**src/rtl/instr_fetch.sv**
```systemverilog
// Instruction fetch stage: owns the PC, reads a synchronous RAM port, and feeds
// decode through a small skid buffer with valid/ready handshake and redirect flush.
module instr_fetch #(
    parameter int unsigned DATA_WIDTH = 32,
    parameter int unsigned ADDR_WIDTH = 16,
    parameter logic [31:0] RESET_PC   = 32'h0000_0000,
    parameter int unsigned BUF_DEPTH  = 2
) (
    input  logic                  clock,
    input  logic                  reset_n,
    output logic [ADDR_WIDTH-1:0] i_address,
    input  logic [DATA_WIDTH-1:0] i_read_data,
    input  logic                  redirect_valid,
    input  logic [31:0]           redirect_pc,
    output logic                  fetch_valid,
    input  logic                  fetch_ready,
    output logic [31:0]           fetch_pc,
    output logic [DATA_WIDTH-1:0] fetch_instr
);

    localparam int unsigned PTR_W = (BUF_DEPTH > 1) ? $clog2(BUF_DEPTH) : 1;
    localparam int unsigned CNT_W = $clog2(BUF_DEPTH + 1);
    localparam int unsigned OCC_W = CNT_W + 1;

    typedef struct packed {
        logic [31:0]           pc;
        logic [DATA_WIDTH-1:0] instr;
    } entry_t;

    logic [31:0]      pc_q, pc_d;
    logic             inflight_q, inflight_d;
    logic [31:0]      inflight_pc_q, inflight_pc_d;
    logic [PTR_W-1:0] rd_ptr_q, rd_ptr_d;
    logic [PTR_W-1:0] wr_ptr_q, wr_ptr_d;
    logic [CNT_W-1:0] count_q, count_d;
    entry_t           buf_q [BUF_DEPTH];

    logic             pop;
    logic             push;
    logic             issue;
    logic [OCC_W-1:0] occupancy;
    logic [31:0]      redirect_target;
    entry_t           push_entry;
    entry_t           head_entry;

    assign i_address   = pc_q[ADDR_WIDTH+1:2];
    assign fetch_valid = (count_q != '0);
    assign head_entry  = buf_q[rd_ptr_q];
    // Masking keeps never-written storage from leaking onto the outputs.
    assign fetch_pc    = fetch_valid ? head_entry.pc    : '0;
    assign fetch_instr = fetch_valid ? head_entry.instr : '0;

    // Handshake, issue decision and next-state computation.
    always_comb begin
        pop             = fetch_valid && fetch_ready && !redirect_valid;
        push            = inflight_q && !redirect_valid;
        occupancy       = OCC_W'(count_q) + OCC_W'(inflight_q) - OCC_W'(pop);
        issue           = !redirect_valid && (occupancy < OCC_W'(BUF_DEPTH));
        redirect_target = redirect_pc & ~32'h0000_0003;
        push_entry.pc    = inflight_pc_q;
        push_entry.instr = i_read_data;

        pc_d          = pc_q;
        inflight_d    = issue;
        inflight_pc_d = inflight_pc_q;
        rd_ptr_d      = rd_ptr_q;
        wr_ptr_d      = wr_ptr_q;
        count_d       = count_q;

        if (redirect_valid) begin
            pc_d     = redirect_target;
            rd_ptr_d = '0;
            wr_ptr_d = '0;
            count_d  = '0;
        end else begin
            if (issue) begin
                inflight_pc_d = pc_q;
                pc_d          = pc_q + 32'd4;
            end
            if (push) begin
                wr_ptr_d = PTR_W'(wr_ptr_q + PTR_W'(1));
            end
            if (pop) begin
                rd_ptr_d = PTR_W'(rd_ptr_q + PTR_W'(1));
            end
            if (push && !pop) begin
                count_d = CNT_W'(count_q + CNT_W'(1));
            end else if (pop && !push) begin
                count_d = CNT_W'(count_q - CNT_W'(1));
            end
        end
    end

    always_ff @(posedge clock or negedge reset_n) begin
        if (!reset_n) begin
            pc_q          <= RESET_PC;
            inflight_q    <= 1'b0;
            inflight_pc_q <= '0;
            rd_ptr_q      <= '0;
            wr_ptr_q      <= '0;
            count_q       <= '0;
        end else begin
            pc_q          <= pc_d;
            inflight_q    <= inflight_d;
            inflight_pc_q <= inflight_pc_d;
            rd_ptr_q      <= rd_ptr_d;
            wr_ptr_q      <= wr_ptr_d;
            count_q       <= count_d;
        end
    end

    // Entry storage carries no reset; validity lives entirely in count_q.
    always_ff @(posedge clock) begin
        if (push) begin
            buf_q[wr_ptr_q] <= push_entry;
        end
    end

endmodule
```
**config.mk**
```make
export PLATFORM = sky130hd
export DESIGN_NAME = instr_fetch
export DESIGN_NICKNAME = d
export VERILOG_FILES = /design/src/rtl/instr_fetch.sv
export SDC_FILE = /design/constraint.sdc
export NUM_CORES = 1
export LEC_CHECK = 0
export ABC_CLOCK_PERIOD_IN_PS = 6810
export BUFFER_PORTS_ARGS = -buffer_cell sky130_fd_sc_hd__buf_2
export CELL_PAD_IN_SITES_DETAIL_PLACEMENT = 0
export CELL_PAD_IN_SITES_GLOBAL_PLACEMENT = 1
export CORE_MARGIN = 2
export CORE_UTILIZATION = 30
export CTS_CLUSTER_SIZE = 25
export DETAILED_ROUTE_END_ITERATION = 7
export PLACE_DENSITY_LB_ADDON = 0.1
export SYNTH_ARGS = -nofsm -noshare
export SYNTH_HDL_FRONTEND = slang
export SYNTH_SLANG_ARGS = --single-unit
```
**constraint.sdc**
```tcl
create_clock -name clock -period 6.81 [get_ports clock]
set_clock_uncertainty 0.1 [all_clocks]
set_input_delay 0.3405 -clock clock [delete_from_list [all_inputs] [get_ports clock]]
set_output_delay 0.3405 -clock clock [all_outputs]
set_load 0.01 [all_outputs]
```
==> out/metrics.cfg <==
[timing]
holdWs_ns=0.005092
slew_headroom=0.3593
clock.fmax_mhz=263.6
hold_viol_final=0
rsz0062_at_grt=false
maxSlewViolCount=0
period_minus_slack_ns=3.793
tns_ns=0
fin_ws_ns=3.017
tightest_slew_ns=0.9610
period_share=0.5570
setup_violations=0

[grt]
track_usage=0.1377
met2_usage=0.2360
grt_antenna_before_repair=0
grt_max_degree=66
overflow=0
grt_use_met3=0.03025
grt_pass1_wl_um=29670
met1_usage=0.1766
top_usage_layer=met2
first_global_vias=5331

[floorplanning]
io-pin-count=149
rows=59
initial_utilization=0.3070
core-area_mm2=0.02613
die_area_mm2=0.02807
die_x_um=167.5
die_h_um=167.5

[worst_setup_path]
cp_max_fo=35
r2r_end=pc_q[17]
max_stage_delay_ns=0.79
cp-end-kind=flip-flop
crit_arrival_ns=4.05
r2r_slack_ns=3.02
critPathBufInv=0
reg2reg_from=count_q[1]
crit_required_ns=7.07
path_cells=nand3b_1, nor2_1, o21ai_0, fa_1, xnor2_1, nand3_2, or4_1, nand3_1
start_kind=flip-flop
crit_slowest_cell=nand3_2
worstSetupPathType=reg -> reg
rr_worst_depth=8
path_delay_family=simple AND/OR/NAND/NOR gates

[cells_and_area]
nets=815
final_common_cell=buf_2
areaGrowthSynthToFinish_pct=23.44
fin_area_mm2=0.009905
antenna_cells=0
final_cell_mix=buf_2 (144), edfxtp_1 (124), nor2_1 (81), mux2i_1 (64), dfrtp_1 (64)
final_core_util=0.3790
nFillCells=2573
drive_gt1_frac=0.2823
instances_no_fill=1093

[route]
drtPass1Iterations=6
drc_errors=14
via_count=5175
drt-total-wl_um=18810
first_iter_violations=306
vias_per_cell=4.735
wire_per_inst_um=17.20
ant_nets=0

[power]
p_sw_frac=0.2560
p_leak_nw=3.734
power_density_mw_per_mm2=295.9
peakVddDrop_v=0.0001457
sequentialPowerShare=0.499
comb_power_share=0.140
switching_power_mw=0.7504
p_int_mw=2.181
p_clk_frac=0.361
p_total_mw=2.931

[clocking]
clock_latency_ns=0.42
cts.reportedPaths.clkPinSlew_ns=0.07
cts_setup_buffers=0
cts_max_path_buffers=2
cts-root-buf=clkbuf_16
htree_levels=4
numCtsBuffers=17
cts_sinks=189
tritoncts=yes

[place]
globalplace.congestion=0.7456
portBuffers=144
placed_area_mm2=0.008965
post-dp-hpwl_um=11700
placed_cells=1030
pre_cts_slack_ns=2.862

[synth]
netlist_area_mm2=0.008024
avgSynthCellArea_um2=13.46
async_flop_share=0.3439
synth_top_area_share=0.4641
synth.largest_area_cell=edfxtp_1
synth_top_flop_cell=edfxtp_1
synth-edff-count=124
seq_area_frac_synth=0.6668
ys_seq_elements=189
synth_area_leaders=edfxtp_1 (46%), dfrtp_1 (20%), mux2i_1 (8.0%)
ys_warn_count=0
synth_cells=596
yosys.cell_types.count=43

[run]
drv_cap=0

[outcome]
violations=DRC
status=finished with violations

[min_path]
worstHoldPathType=in -> async

## per-layer routing
layer / vias up / routed length, um / share of wire
met5: - / 0 / 0
met4: 0 / 193 / 0.010
met3: 14 / 826 / 0.044
met2: 134 / 9175 / 0.49
met1: 2558 / 8609 / 0.46
li1: 2469 / - / -
## repair_timing
item | 4_1_cts | 5_1_grt
hold buffers | 31 | 0
gates resized for setup | 0 | 0
hold endpoints to repair | 62 | 0
## cells in the mapped netlist, drive strengths merged, types with 7 or more instances
cell,number
o31ai,11
clkbuf,25
nand3,18
dfrtp,65
nand4,7
nor2,82
or4,22
nand2,28
o21ai,17
xnor2,8
mux2i,64
buf,27
edfxtp,124
a31oi,13
mux2,27
## area by class of cell
| type | instances | area [um^2] | share of cell area |
|---|---|---|---|
| flip-flops and latches | 189 | 5354 | 0.5406 |
| multi-input cells | 349 | 2400 | 0.2423 |
| repair buffers | 181 | 1076 | 0.1086 |
| clock buffers | 19 | 442.9 | 0.04472 |
| well taps | 335 | 419.2 | 0.04232 |
| clock inverters | 13 | 186.4 | 0.01882 |
| inverters | 7 | 26.28 | 0.002653 |
## how the worst max path moves through the flow
| stage | from | endpoint | cells after the start |
|---|---|---|---|
| after floorplan | redirect_valid | buf_q[0][0] | 3 |
| after global routing | count_q[1] | pc_q[17] | 8 |
| after CTS | count_q[1] | pc_q[17] | 8 |
| after detailed placement | redirect_valid | pc_q[17] | 10 |
| after global placement | redirect_valid | pc_q[17] | 10 |
| final | count_q[1] | pc_q[17] | 8 |
## power by group through the flow
stage | Sequential, mW | Clock (mW) | Combinational (mW)
after global routing | 1.48 | 1.14 | 0.457
final | 1.46 | 1.06 | 0.410
after floorplan | 1.45 | 0 | 0.283
after CTS | 1.47 | 1.09 | 0.422
after detailed placement | 1.49 | 0 | 0.406
after global placement | 1.48 | 0 | 0.399
## state kept, by name, summed over array words and instances, names as in the netlist
register and cells:
buf_q 124, inflight_pc_q 30, pc_q 30, count_q 2
inflight_q 1, rd_ptr_q 1, wr_ptr_q 1
## logic make-up after synthesis
logic type | after synthesis | share of synthesized area
flops | 189 | 0.6668
compound gates | 57 | 0.04662
buf+inv | 59 | 0.03742
xor+xnor | 12 | 0.01544
other cells | 1 | 0.0004674
simple gates | 185 | 0.1115
mux | 91 | 0.1177
fa+ha+maj | 2 | 0.004054
(Power assumes the default switching activity.)
